### config.mk
export PLATFORM = sky130hd
export DESIGN_NAME = alu_cmd_sequencer
export DESIGN_NICKNAME = d
export VERILOG_FILES = /design/src/rtl/alu_cmd_sequencer.sv
export SDC_FILE = /design/constraint.sdc
export NUM_CORES = 1
export LEC_CHECK = 0
export CAP_MARGIN = 25
export CORE_MARGIN = 8
export CORE_UTILIZATION = 45
export CTS_CLUSTER_DIAMETER = 80
export DETAILED_ROUTE_END_ITERATION = 10
export PLACE_DENSITY = 0.8
export SLEW_MARGIN = 20
export SYNTH_ARGS = -nofsm -noshare
export SYNTH_HDL_FRONTEND = slang
export SYNTH_SLANG_ARGS = --single-unit
### constraint.sdc
create_clock -name clk -period 2.5 [get_ports clk]
set_input_delay 0.25 -clock clk [delete_from_list [all_inputs] [get_ports clk]]
set_output_delay 0.25 -clock clk [all_outputs]
set_load 0.05 [all_outputs]
### src/rtl/alu_cmd_sequencer.sv
// ---------------------------------------------------------------------------
// alu_cmd_sequencer
//   Clocked command front-end for a combinational ALU. A command accepted on
//   the cmd_* valid/ready channel is registered onto alu_A/alu_B/alu_opCode.
//   The sequencer waits SETTLE cycles, captures the ALU result and returns it
//   on the rsp_* valid/ready channel. Running statistics count completed
//   responses and responses that carried out.
//
// Parameters
//   WIDTH  : operand/result width
//   SETTLE : edges from command acceptance to result capture (1..15)
//   CNT_W  : statistics counter width (counters wrap)
//
// Ports
//   clk, rst_n                        clock, async active-low reset
//   cmd_valid/cmd_ready/cmd_a/b/op    command channel
//   alu_A/alu_B/alu_opCode            registered ALU drive
//   alu_Out/alu_Carry_out/alu_C_flag  ALU result inputs
//   rsp_valid/rsp_ready/rsp_*         response channel (captured values)
//   busy                              operation in flight (WAIT or RESP)
//   cnt_clr                           synchronous clear of the counters
//   op_count/carry_count              statistics
//
// Optional feature (macro ALU_SEQ_CHECK_EN)
//   Adds a golden model of the ALU evaluated at capture, plus ports
//   chk_err (sticky until next accept) and err_count (mismatch count).
// ---------------------------------------------------------------------------
module alu_cmd_sequencer #(
  parameter int WIDTH  = 8,
  parameter int SETTLE = 1,
  parameter int CNT_W  = 16
) (
  input  logic             clk,
  input  logic             rst_n,
  input  logic             cmd_valid,
  output logic             cmd_ready,
  input  logic [WIDTH-1:0] cmd_a,
  input  logic [WIDTH-1:0] cmd_b,
  input  logic [2:0]       cmd_op,
  output logic [WIDTH-1:0] alu_A,
  output logic [WIDTH-1:0] alu_B,
  output logic [2:0]       alu_opCode,
  input  logic [WIDTH-1:0] alu_Out,
  input  logic             alu_Carry_out,
  input  logic             alu_C_flag,
  output logic             rsp_valid,
  input  logic             rsp_ready,
  output logic [WIDTH-1:0] rsp_out,
  output logic             rsp_carry,
  output logic             rsp_cflag,
  output logic [2:0]       rsp_op,
  output logic             busy,
  input  logic             cnt_clr,
  output logic [CNT_W-1:0] op_count,
  output logic [CNT_W-1:0] carry_count
`ifdef ALU_SEQ_CHECK_EN
  ,
  output logic             chk_err,
  output logic [CNT_W-1:0] err_count
`endif
);

  typedef enum logic [1:0] {
    ST_IDLE = 2'd0,
    ST_WAIT = 2'd1,
    ST_RESP = 2'd2
  } state_t;

  // Counter load value: the capture edge is SETTLE edges after acceptance.
  localparam logic [3:0] SETTLE_LOAD = 4'(SETTLE - 1);

  state_t           r_state;
  logic [3:0]       r_settle;
  logic [WIDTH-1:0] r_alu_a;
  logic [WIDTH-1:0] r_alu_b;
  logic [2:0]       r_alu_op;
  logic             r_rsp_valid;
  logic [WIDTH-1:0] r_rsp_out;
  logic             r_rsp_carry;
  logic             r_rsp_cflag;
  logic [2:0]       r_rsp_op;
  logic             r_busy;
  logic [CNT_W-1:0] r_op_count;
  logic [CNT_W-1:0] r_carry_count;

  logic w_capture;
  logic w_rsp_fire;
  logic w_cmd_fire;

  assign w_cmd_fire = cmd_valid && (r_state == ST_IDLE);
  assign w_capture  = (r_state == ST_WAIT) && (r_settle == 4'd0);
  assign w_rsp_fire = r_rsp_valid && rsp_ready;

  // cmd_ready is a pure decode of the state register (no input paths).
  assign cmd_ready   = (r_state == ST_IDLE);
  assign alu_A       = r_alu_a;
  assign alu_B       = r_alu_b;
  assign alu_opCode  = r_alu_op;
  assign rsp_valid   = r_rsp_valid;
  assign rsp_out     = r_rsp_out;
  assign rsp_carry   = r_rsp_carry;
  assign rsp_cflag   = r_rsp_cflag;
  assign rsp_op      = r_rsp_op;
  assign busy        = r_busy;
  assign op_count    = r_op_count;
  assign carry_count = r_carry_count;

  // Sequencer FSM: accept, settle, capture, hand the response back.
  always_ff @(posedge clk or negedge rst_n) begin
    if (!rst_n) begin
      r_state     <= ST_IDLE;
      r_settle    <= 4'd0;
      r_alu_a     <= '0;
      r_alu_b     <= '0;
      r_alu_op    <= 3'd0;
      r_rsp_valid <= 1'b0;
      r_rsp_out   <= '0;
      r_rsp_carry <= 1'b0;
      r_rsp_cflag <= 1'b0;
      r_rsp_op    <= 3'd0;
      r_busy      <= 1'b0;
    end else begin
      case (r_state)
        ST_IDLE: begin
          if (cmd_valid) begin
            r_alu_a  <= cmd_a;
            r_alu_b  <= cmd_b;
            r_alu_op <= cmd_op;
            r_settle <= SETTLE_LOAD;
            r_busy   <= 1'b1;
            r_state  <= ST_WAIT;
          end
        end
        ST_WAIT: begin
          if (r_settle == 4'd0) begin
            // Only the captured copy is presented; later ALU activity is ignored.
            r_rsp_out   <= alu_Out;
            r_rsp_carry <= alu_Carry_out;
            r_rsp_cflag <= alu_C_flag;
            r_rsp_op    <= r_alu_op;
            r_rsp_valid <= 1'b1;
            r_state     <= ST_RESP;
          end else begin
            r_settle <= r_settle - 4'd1;
          end
        end
        ST_RESP: begin
          if (rsp_ready) begin
            r_rsp_valid <= 1'b0;
            r_busy      <= 1'b0;
            r_state     <= ST_IDLE;
          end
        end
        default: begin
          r_rsp_valid <= 1'b0;
          r_busy      <= 1'b0;
          r_state     <= ST_IDLE;
        end
      endcase
    end
  end

  // Statistics counters; a clear wins over a same-edge increment.
  always_ff @(posedge clk or negedge rst_n) begin
    if (!rst_n) begin
      r_op_count    <= '0;
      r_carry_count <= '0;
    end else if (cnt_clr) begin
      r_op_count    <= '0;
      r_carry_count <= '0;
    end else if (w_rsp_fire) begin
      r_op_count <= r_op_count + CNT_W'(1);
      if (r_rsp_carry) begin
        r_carry_count <= r_carry_count + CNT_W'(1);
      end
    end
  end

`ifdef ALU_SEQ_CHECK_EN
  // Reference ALU result {carry, out} for the currently driven operation.
  function automatic logic [WIDTH:0] golden_alu(
    input logic [WIDTH-1:0] a,
    input logic [WIDTH-1:0] b,
    input logic [2:0]       op
  );
    logic [WIDTH:0] res;
    res = '0;
    case (op)
      3'b000:  res = {1'b0, a} + {1'b0, b};
      3'b001:  res = {(a < b), a - b};
      3'b010:  res = {1'b0, a & b};
      3'b011:  res = {1'b0, a | b};
      3'b100:  res = {1'b0, a ^ b};
      3'b110:  res = {a[WIDTH-1], a[WIDTH-2:0], 1'b0};
      3'b111:  res = {b[WIDTH-1], b[WIDTH-2:0], 1'b0};
      default: res = '0;
    endcase
    return res;
  endfunction

  logic [WIDTH:0]   w_gold;
  logic             w_mismatch;
  logic             r_chk_err;
  logic [CNT_W-1:0] r_err_count;

  assign w_gold     = golden_alu(r_alu_a, r_alu_b, r_alu_op);
  // CMP has no defined Out/Carry, so it is never flagged.
  assign w_mismatch = w_capture && (r_alu_op != 3'b101) &&
                      ({alu_Carry_out, alu_Out} != w_gold);
  assign chk_err    = r_chk_err;
  assign err_count  = r_err_count;

  // Mismatch flag: evaluated at capture, cleared on the next acceptance.
  always_ff @(posedge clk or negedge rst_n) begin
    if (!rst_n) begin
      r_chk_err <= 1'b0;
    end else if (w_cmd_fire) begin
      r_chk_err <= 1'b0;
    end else if (w_capture) begin
      r_chk_err <= w_mismatch;
    end
  end

  // Mismatch counter, cleared together with the statistics.
  always_ff @(posedge clk or negedge rst_n) begin
    if (!rst_n) begin
      r_err_count <= '0;
    end else if (cnt_clr) begin
      r_err_count <= '0;
    end else if (w_mismatch) begin
      r_err_count <= r_err_count + CNT_W'(1);
    end
  end
`endif

endmodule

After elaboration in Yosys (flattened, before gate mapping)
Index checks and enable logic that the tools add are counted.

Flip-flop bits (word level): 72. Bits of input ports: 34. Output and inout bits: 67. Word-level logic and storage cells: 54.

Add/subtract/negate cells: 3. Equality and inequality tests: 6. Muxes and demuxes: 17. Bitwise gates (word level): 2. Reductions and logical operators: 13.

Operator list (number): $mux W16 (5); $add A16 B1 Y16 const B (2); $reduce_and A3 Y1 (4); $mux W4 (2); $pmux W4 S2 (1); $mux W2 (3); $ne A2 B2 Y1 const B (3); $pmux W1 S3 (2); $pmux W2 S3 (1); $reduce_and A2 Y1 (3); $reduce_bool A2 Y1 (3); $logic_not A4 Y1 (1); $sub A4 B1 Y4 const B (1); $mux W1 (3); $eq A2 B1 Y1 const B (1); $eq A2 B2 Y1 const B (1); $logic_not A2 Y1 (1); $ne A2 B1 Y1 const B (1); $not A1 Y1 (2); $logic_and A1 B1 Y1 (1).

Logic depth before layout (Yosys ltp)
Gate-level depths: netlist of run 1.

Depth after elaboration: 4. Depth in mapped cells: 8. Depth with buffers taken out: 6.

Least setup slack after synthesis of run 1
OpenSTA, ideal clock, no wires.

Path type: reg-to-reg. Start: register r_state[0]. End: register r_alu_a[7] (netlist: alu_A[7]). Setup time: 0.125 ns. Data arrival time: 2.089 ns. Required time: 2.375 ns. Slack: 0.286 ns. Stages on the path, launching flop included: 5. Buffers on the path: 1. Period minus slack after synthesis: 2.214 ns. Path through: dfrtp_1 -> nor2_1 -> and2_1 -> clkbuf_1 -> mux2_2.

Word-level cells in the longest chain between the ends: 2.

RTL lines: from (decl) (line 72) `state_t r_state;`; from (signal assigned) (line 111) `r_state <= ST_IDLE;`; from (signal assigned) (line 131) `r_state <= ST_WAIT;`; from (signal assigned) (line 142) `r_state <= ST_RESP;`; $logic_not A2 Y1; named net cmd_ready (line 36) `output logic cmd_ready,`; $reduce_and A2 Y1 (no source line); to (signal assigned) (line 126) `r_alu_a <= cmd_a;`; to (decl) (line 74) `logic [WIDTH-1:0] r_alu_a;`.

The timed path passes the listed nets, and every way through them passes these cells. A chain may end at the register's enable or synchronous reset.

Worst setup path in the final report of run 1
Start: register r_settle[0]. End: register r_settle[0].

Word-level cells in the longest chain between the ends: 3. Elaborated cells on any way between the ends: 6. Classes of those cells: add/sub (1); eq/ne (1); mux (2); reduce/logical (2).

RTL lines: from (decl) (line 73) `logic [3:0] r_settle;`; from (signal assigned) (line 144) `r_settle <= r_settle - 4'd1;`; $sub A4 B1 Y4 / $logic_not A4 Y1 (equally long branches) (line 144, 135); $mux W4 / $ne A2 B2 Y1 (equally long branches); $pmux W4 S2 / $reduce_and A3 Y1 (equally long branches).

Several ways; a longest one is shown, not always the timed one. The select of a mux whose other input is x is not followed.

==> results of run 1 <==
final timing paths:
| kind | from | end |
|---|---|---|
| worst min register to register | rsp_out[7]$_DFFE_PN0P_ | rsp_out[7]$_DFFE_PN0P_ |
| worst min-delay path | rst_n | alu_A[4]$_DFFE_PN0P_ |
| min in group clk | rsp_out[7]$_DFFE_PN0P_ | rsp_out[7]$_DFFE_PN0P_ |
| worst max register to register | r_settle[0]$_DFFE_PN0P_ | r_settle[0]$_DFFE_PN0P_ |
| max in group asynchronous | rst_n | carry_count[15]$_DFFE_PN0P_ |
| worst max-delay path | r_settle[0]$_DFFE_PN0P_ | r_settle[0]$_DFFE_PN0P_ |
worst max-delay path, delay by kind of cell (launching register included):
kind	cells	cell delay (ns)
AO/OA/AOI/OAI	2	0.49
adder cells (fa/ha/maj)	1	0.15
buffers and inverters	1	0.11
flip-flops	1	0.38
AND/OR/NAND/NOR	2	0.94
stage by stage:
| stage | instance area [µm²] | setup slack, ns |
|---|---|---|
| global route | 4530 | 0.174 |
| finish | 4530 | 0.343 |
| CTS | 4530 | 0.327 |
| global placement | 4330 | 0.427 |
| detailed placement | 4330 | 0.359 |
| floorplan | 3230 | 0.286 |
cells by family (layout without fill, tap and decap cells):
group / after synthesis / in the layout / synth area share
buffers and inverters: 19 / 128 / 0.0337
AO/OA/AOI/OAI: 23 / 23 / 0.0499
XOR/XNOR: 22 / 22 / 0.0596
adder cells (fa/ha/maj): 4 / 4 / 0.0155
AND/OR/NAND/NOR: 95 / 95 / 0.159
flip-flops: 72 / 72 / 0.557
multiplexers: 36 / 36 / 0.125
power by group through the flow:
| stage | logic [µW] | registers (µW) | clock network (µW) |
|---|---|---|---|
| floorplan | 717 | 2730 | 0 |
| global placement | 2510 | 1740 | 0 |
| detailed placement | 2550 | 1760 | 0 |
| CTS | 2560 | 1750 | 900 |
| global route | 2670 | 1790 | 948 |
| finish | 2530 | 1740 | 874 |
sequential cells by signal, summed over array words and instances, names as in the netlist:
name         cells
alu_opCode       3
r_state          2
r_settle         4
alu_B            8
op_count        16
busy             1
rsp_valid        1
rsp_cflag        1
rsp_carry        1
rsp_op           3
alu_A            8
rsp_out          8
carry_count     16
layer usage:
metal | vias up | global-route usage
met4 | 0 | 0.0558
met2 | 87 | 0.238
met1 | 1209 | 0.172
met5 | - | 0
met3 | 9 | 0.0981
li1 | 1154 | -
cell type report:
type / instances / area (µm²)
Clock inverter: 6 / 61.3
Inverter: 8 / 30.0
Sequential cell: 72 / 1800
Multi-Input combinational cell: 180 / 1320
Timing Repair Buffer: 105 / 1060
Clock buffer: 9 / 124
Tap cell: 99 / 124
Fill cell: 588 / 2570
placed cells by master, fill, tap and decap left out, types with 5 or more instances in the layout:
cell type / instances
clkdlybuf4s50_1: 99
dfrtp_1: 72
mux2_2: 35
nor2_1: 29
nand3_1: 16
xor2_1: 13
nand2_1: 11
xnor2_1: 9
clkbuf_8: 9
inv_1: 8
a21oi_1: 8
nand4_1: 6
nor2b_1: 5
and4_1: 5
==> reports/summary.txt, run 1 <==
Outcome = finished, final reports clean
CTS root buf = clkbuf_8
Worst Setup End Kind = flip-flop
Syn Area/Cell = 11.9 µm²
Seq cells post-synth = 72
Initial antenna violation count = 0
Iteration-0 DRC Markers = 56
Routed len/inst = 15.6 µm
Post-Layout Cell Count = 479
Period Utilization, post-route = 0.863
Crit start category = flip-flop
Max-slew violation count = 0
Grt ovf = 0
Switching Fraction = 0.434
Via count = 2459
Overall Global Routing Usage = 0.156
Max layer used = met4
VDD IR max = 0.886 mV
Hold Path Class = input port to asynchronous set/reset pin
Vias/cell = 5.13
Final WL = 7490 µm
EDFF count, synth = 0
Final number of hold-violating endpoints = 0
Setup TNS = 0 ns
Post-cts resize count = 0
Req. time, crit path = 2.75 ns
Post-synth top area share = 0.557
Logic pwr share = 0.492
CTS Hold Buffers Added = 1
Clock period minus worst slack = 2.16 ns
Mapped cell area = 3230 µm²
Ports = 101
Count leader, synth = dfrtp_1
Seq/Total Area, Yosys = 0.557
Crit Path Class = flip-flop to flip-flop
Async SR Flop Fraction = 1.00
Power, Total = 5150 µW
DIE HEIGHT = 101 µm
Core Region = 7100 µm²
Fin util = 0.638
Drt pass-1 iters = 6
H-tree depth = 3
WL met3 = 1060 µm
Worst Tran Pin Value = 0.736 ns
Crit Path Max Fanout = 16
First-pass GRT wire length = 12500 µm
Clock Tree Buf Depth = 2
Commonest cells post-synth = dfrtp_1 (72), mux2_2 (35), nor2_1 (29)
Total internal power = 2920 µW
M1 WL = 2930 µm
Slowest cell on crit path = nand2b_1
Fmax = 464 MHz
RSZ-0062 raised after global routing = false
Num rows = 31
R2R depth = 6
Vias in the first global route = 2654
Met2 routed WL = 3400 µm
TritonCTS buffer count = 9
Initial Utilization = 0.456
Syn nets = 309
Synth Flop Type = dfrtp_1
Hpwl dp = 5570 µm
Port bufs = 100
Clk slew on worst S/H paths = 0.08 ns
Clk pwr share = 0.170
Max Cap Violations = 0
Worst skew pair latency = 0.33 ns
R2r setup slk = 0.34 ns
Final Hold Slack = 0.446 ns
Final setup fails = 0
CTS Sinks = 72
Slew headroom = 0.510
Clk_skew = 0.00968 ns
Cells after synthesis = 271
Sequential share of power = 0.338
Top post-synthesis cells by area = dfrtp_1 (56%), mux2_2 (12%), xor2_1 (3.5%)
Post-DRT Antenna Nets = 0
Critical Path AT = 2.40 ns
Syn. warnings = 0
Post-CTS setup buffer count = 0
Pwr dens = 1140 nW/µm²
Width of the chip = 101 µm
Nets = 414
Cell Chain, Critical Path = inv_1, ha_1, or3b_1, nand2b_1, o211a_1, o21ai_0
GP Congestion = 0.794
Dpl cells = 463
Pin count of the biggest net entering global routing = 49
Post-synthesis cell type count = 43
Ant diodes = 0
Share of cells above drive strength 1 = 0.163
Leakage = 0.00187 µW
Critical Path Max Stage Delay = 0.52 ns
Die footprint = 10200 µm²
Cell taking the most area after synthesis = dfrtp_1
Drc violations = 0
CTS tree = yes
Area Overhead vs Synth = 39.9%
NetSw = 2230 µW
(Power assumes the default switching activity.)
==> inputs of run 2 (changes only) <==
--- a/config.mk
+++ b/config.mk
@@ -8,7 +8,9 @@
 export CAP_MARGIN = 25
+export CELL_PAD_IN_SITES_DETAIL_PLACEMENT = 0
+export CELL_PAD_IN_SITES_GLOBAL_PLACEMENT = 1
 export CORE_MARGIN = 8
-export CORE_UTILIZATION = 45
+export CORE_UTILIZATION = 36
 export CTS_CLUSTER_DIAMETER = 80
 export DETAILED_ROUTE_END_ITERATION = 10
-export PLACE_DENSITY = 0.8
+export PLACE_DENSITY = 0.82
 export SLEW_MARGIN = 20
--- a/constraint.sdc
+++ b/constraint.sdc
@@ -3,2 +3,2 @@
 set_output_delay 0.25 -clock clk [all_outputs]
-set_load 0.05 [all_outputs]
+set_load 0.005 [all_outputs]
==> run 2 against run 1 <==
Compared with the run above: global-route usage down 3.0 points; maximum frequency up 14%; first-iteration DRC count up 3.6%; cell area about the same; combinational power down 41%; sequential share of layout area about the same; via count down 1.6%; hold slack worse by 0.11 ns; flip-flop and latch count unchanged; critical path type unchanged.
==> reports/summary.txt, run 2 (synthesis gave the netlist of run 1 again) <==
GP Congestion = 0.738 (was 0.794)
Req. time, crit path = 2.77 ns (was 2.75 ns)
Crit Path Max Fanout = 10 (was 16)
Hpwl dp = 5720 µm (was 5570 µm)
Ports = 101 (unchanged)
Worst Tran Pin Value = 0.382 ns (was 0.736 ns)
Clock Tree Buf Depth = 2 (unchanged)
Post-CTS setup buffer count = 0 (unchanged)
Clk slew on worst S/H paths = 0.07 ns (was 0.08 ns)
Drc violations = 0 (unchanged)
Worst skew pair latency = 0.34 ns (was 0.33 ns)
Met2 routed WL = 3400 µm (about the same)
Fmax = 529 MHz (was 464 MHz)
Iteration-0 DRC Markers = 58 (was 56)
Leakage = 0.00187 µW (about the same)
Fin util = 0.519 (was 0.638)
Core Region = 8720 µm² (was 7100 µm²)
Commonest non-fill, non-tap cell in the layout = clkdlybuf4s50_1 (unchanged)
CTS Sinks = 72 (unchanged)
Crit Path Class = flip-flop to flip-flop (unchanged)
Hold Path Class = input port to asynchronous set/reset pin (unchanged)
Vias/cell = 4.94 (was 5.13)
Initial antenna violation count = 0 (unchanged)
Overall Global Routing Usage = 0.126 (was 0.156)
Routed len/inst = 15.8 µm (was 15.6 µm)
Outcome = finished, final reports clean (unchanged)
Port bufs = 100 (unchanged)
Initial Utilization = 0.371 (was 0.456)
H-tree depth = 3 (unchanged)
WL met3 = 1050 µm (was 1060 µm)
Period Utilization, post-route = 0.756 (was 0.863)
Clock period minus worst slack = 1.89 ns (was 2.16 ns)
Worst Setup End Kind = flip-flop (unchanged)
Via count = 2420 (was 2459)
Setup TNS = 0 ns (unchanged)
Slew headroom = 0.745 (was 0.510)
Nets = 417 (was 414)
TritonCTS buffer count = 9 (unchanged)
Post-DRT Antenna Nets = 0 (unchanged)
VDD IR max = 0.530 mV (was 0.886 mV)
Crit start category = flip-flop (unchanged)
Pwr dens = 889 nW/µm² (was 1140 nW/µm²)
Vias in the first global route = 2687 (was 2654)
Final number of hold-violating endpoints = 0 (unchanged)
M1 WL = 3180 µm (was 2930 µm)
Ant diodes = 0 (unchanged)
CTS root buf = clkbuf_8 (unchanged)
Dpl ws = 0.403 ns (was 0.359 ns)
First-pass GRT wire length = 12900 µm (was 12500 µm)
CTS tree = yes (unchanged)
Width of the chip = 111 µm (was 101 µm)
Commonest non-fill, non-tap cells in the layout = clkdlybuf4s50_1 (99), dfrtp_1 (72), mux2_2 (35), nor2_1 (29), nand3_1 (16) (unchanged)
PnR worst setup slack = 0.610 ns (was 0.343 ns)
Final setup fails = 0 (unchanged)
Pin count of the biggest net entering global routing = 39 (was 49)
Grt ovf = 0 (unchanged)
Final WL = 7720 µm (was 7490 µm)
Share of cells above drive strength 1 = 0.168 (was 0.163)
Drt pass-1 iters = 4 (was 6)
Die footprint = 12300 µm² (was 10200 µm²)
Max Cap Violations = 0 (unchanged)
RSZ-0062 raised after global routing = false (unchanged)
Num rows = 34 (was 31)
Max layer used = met4 (unchanged)
Area Overhead vs Synth = 39.8% (was 39.9%)
DIE HEIGHT = 111 µm (was 101 µm)
Max-slew violation count = 0 (unchanged)
Critical Path AT = 2.16 ns (was 2.40 ns)
Clk_skew = 0.00708 ns (was 0.00968 ns)
## run 2: cell count changes in the layout (fill, tap and decap cells not counted), sizes merged
cell | previous run | this run
buf | 5 | 8
bufinv | 1 | 0
clkbuf | 9 | 10
clkinv | 4 | 3
## run 2: what timing repair did
item / 4_1_cts / 5_1_grt
resized for setup: 0 / 0
hold endpoints to repair: 11 / 0
hold buffers: 1 / 0
## run 2: worst paths after layout
| path | to | slack [ns] | start | cells past startpoint |
|---|---|---|---|---|
| worst max register to register | carry_count[14]$_DFFE_PN0P_ | 0.61 | rsp_valid$_DFFE_PN0P_ | 4 |
| worst min register to register | rsp_op[0]$_DFFE_PN0P_ | 0.51 | rsp_op[0]$_DFFE_PN0P_ | 1 |
| min in group clk | rsp_op[0]$_DFFE_PN0P_ | 0.51 | rsp_op[0]$_DFFE_PN0P_ | 1 |
| max in group asynchronous | rsp_out[0]$_DFFE_PN0P_ | 1.55 | rst_n | 3 |
| worst max-delay path | carry_count[14]$_DFFE_PN0P_ | 0.61 | rsp_valid$_DFFE_PN0P_ | 4 |
| worst min-delay path | alu_B[6]$_DFFE_PN0P_ | 0.34 | rst_n | 2 |
## run 2: final cells by class
| cell class | count | area, µm² |
|---|---|---|
| inverters | 8 | 30.0 |
| clock inverters | 4 | 22.5 |
| fillers | 798 | 4200 |
| well taps | 108 | 135 |
| multi-input cells | 180 | 1320 |
| repair buffers | 108 | 1070 |
| clock buffers | 10 | 138 |
| flip-flops and latches | 72 | 1800 |
## run 2: worst max-delay path, stage by stage, from the launching register on
cell     delay [ns]
dfrtp_1        0.53
a31oi_4        0.19
or3b_4         0.46
or4_1          0.48
a21oi_1        0.15
## run 2: routing by layer
layer  vias to the layer above  GRT usage
li1                       1171          -
met4                         0     0.0405
met3                         8     0.0877
met2                        76      0.193
met5                         -          0
met1                      1165      0.135
## run 2: report_power, final
part	internal [µW]	switching [µW]
Clock	371	416
Combinational	960	543
Sequential	1510	221
Total	2840	1180
## run 2: stage by stage
stage | instance area (µm²) | hold WS [ns] | total power (µW) | cells
2_1_floorplan | 3230 | -0.0456 | 2420 | 271
3_3_place_gp | 4350 | 0.157 | 3240 | 475
3_5_place_dp | 4350 | 0.159 | 3280 | 475
4_1_cts | 4520 | 0.329 | 4090 | 490
5_1_grt | 4520 | 0.350 | 4290 | 490
6_report | 4520 | 0.338 | 4020 | 490
==> RTL change: new RTL, settings of run 1 <==
Encoding of `state_t`: now one-hot (3 bits for 3 states).
--- a/src/rtl/alu_cmd_sequencer.sv
+++ b/src/rtl/alu_cmd_sequencer.sv
@@ -60,10 +60,10 @@
 `endif
 );
 
-  typedef enum logic [1:0] {
-    ST_IDLE = 2'd0,
-    ST_WAIT = 2'd1,
-    ST_RESP = 2'd2
+  typedef enum logic [2:0] {
+    ST_IDLE = 3'b001,
+    ST_WAIT = 3'b010,
+    ST_RESP = 3'b100
   } state_t;
 
   // Counter load value: the capture edge is SETTLE edges after acceptance.
Formal check against the unedited RTL: no difference found for any inputs over 4 cycles, from zero or initial values and one cycle with rst_n low; so few cycles prove little.
==> RTL change against run 1 <==
Worst setup slack lost 0.18 ns. Final area rose by 2.8%. First-iteration DRC count grew 61%. Largest cell class unchanged. Combinational power shrank 2%. Area after synthesis increased by 1.9%. Maximum frequency down 7.9%. Wire length up 6.6%. Critical endpoint is now cmd_ready. Total power up 1.5%. Via count rose by 10%. Sequential cell count rose by 1.
==> RTL change: results (changes against run 1) <==
stage	metric	value	unit	change
yosys	Commonest cells post-synth	74 x nand2_1, 72 x dfrtp_1, 30 x nor2_1		
pwr	Power Internal	2950	uW	+1.3%
worst_setup_path	r2r setup slk	0.42	ns	+0.08 ns
worst_setup_path	Slowest cell on crit path	clkdlybuf4s50_1		
pwr	maximum VDD drop	0.000736	V	-17%
sta	worst-margin pin slew	0.746	ns	+0.0103 ns
worst_setup_path	Worst Setup EP	cmd_ready		
yosys	Seq/Total Area, Yosys	0.555		-0.00239
cts	clk slew on worst S/H paths	0.08	ns	about the same
placement	Final HPWL DP	5760	um	+3.5%
worst_setup_path	worst r2r src	r_settle[0]$_DFFE_PN0P_		
worst_setup_path	R2R Path End	rsp_out[3]$_DFFE_PN0P_		
detailed_routing	vias	2705		+10%
detailed_routing	DRT Pass-1 Iters	4		-2
worst_setup_path	worst setup path startpoint	r_state[0]$_DFFE_PN1P_		
worst_setup_path	cell family with most CP delay	buffers and inverters		
sta	clock skew	0.0122	ns	+0.00252 ns
worst_setup_path	cells on worst reg2reg path	5		-1
yosys	Synth area leaders	dfrtp_1 55%, nand2_1 8.4%, mux2_2 5.5%		
worst_setup_path	Critical Path Max Stage Delay	0.88	ns	+0.36 ns
pwr	leakage	0.00198	uW	+5.8%
finish	layout cells sized above 1	0.105		-0.0584
yosys	post-synth cell types	44		+2.3%
finish	filler instances	584		-0.68%
global_routing	first-pass GRT wire length	12900	um	+3.0%
cts	Max Root-Sink Buffers	2		unchanged
detailed_routing	Antenna Nets Post-Route	0		unchanged
worst_setup_path	CP Data Arrival Time	2.09	ns	-0.31 ns
finish	Final nets	472		+14%
global_routing	Global Route Usage Sum	0.158		+0.00182
yosys	Ys Warns	0		unchanged
detailed_routing	1st-iter DRT viols	90		+61%
detailed_routing	post-DR wirelength/cell	14.8	um	-5.1%
placement	routability cong.	0.775		-2.4%
worst_setup_path	crit path max fanout	7		-9
run_status	status	finished, final reports clean		
## RTL change: how the worst min path moves through the flow
stage	slack (ns)	end	cells past startpoint
5_1_grt	0.38	carry_count[11]$_DFFE_PN0P_	2
4_1_cts	0.07	carry_count[10]$_DFFE_PN0P_	1
3_5_place_dp	0.44	carry_count[10]$_DFFE_PN0P_	1
3_3_place_gp	0.44	carry_count[10]$_DFFE_PN0P_	1
2_1_floorplan	-0.05	alu_A[0]$_DFFE_PN0P_	0
6_report	0.36	carry_count[11]$_DFFE_PN0P_	2
## RTL change: power groups by stage
stage	combinational [uW]	clock, uW	sequential (uW)
floorplan	718	0	2670
detailed placement	2480	0	1770
finish	2470	1020	1740
CTS	2490	1040	1750
global route	2630	1100	1790
global placement	2440	0	1740
## RTL change: metrics by stage
| step | instance area, sq um | std cells | setup slack, ns |
|---|---|---|---|
| global route | 4650 | 538 | 0.0550 |
| floorplan | 3300 | 330 | 0.444 |
| finish | 4650 | 538 | 0.158 |
| CTS | 4620 | 536 | 0.128 |
| global placement | 4400 | 520 | 0.396 |
| detailed placement | 4400 | 520 | 0.341 |
## RTL change: layout make-up
class                   instances  area, sq um  area share
well taps                      99          124      0.0266
multi-input cells             239         1400       0.302
clock inverters                 4         76.3      0.0164
clock buffers                  12          145      0.0312
inverters                       7         26.3     0.00565
repair buffers                104         1050       0.226
flip-flops and latches         73         1830       0.393
## RTL change: routing by layer
metal | GRT usage | vias to the layer above | share of wire
li1 | - | 1329 | -
met1 | 0.187 | 1296 | 0.43
met2 | 0.238 | 75 | 0.45
met3 | 0.0914 | 5 | 0.11
met4 | 0.0424 | 0 | 0.0074
met5 | 0 | - | 0
## RTL change: cell families after synthesis
kind of cell    count (synthesis)  share of synthesized area
mux                            17                     0.0577
xor+xnor                       19                     0.0505
simple gates                  165                      0.241
fa+ha+maj                       4                     0.0152
buf+inv                        18                     0.0209
compound gates                 34                     0.0596
flops                          73                      0.555
## RTL change: repair_timing
| action | in CTS | in global routing |
|---|---|---|
| resized for setup | 0 | 0 |
| hold endpoints to repair | 0 | 22 |
| hold buffers | 0 | 1 |
## RTL change: worst register-to-register path, cell delays in order (launching register included)
cell     delay, ns
dfrtp_1       0.41
inv_1         0.11
ha_1          0.17
nor3b_1       0.38
nand2_1       0.48
mux2_2        0.41
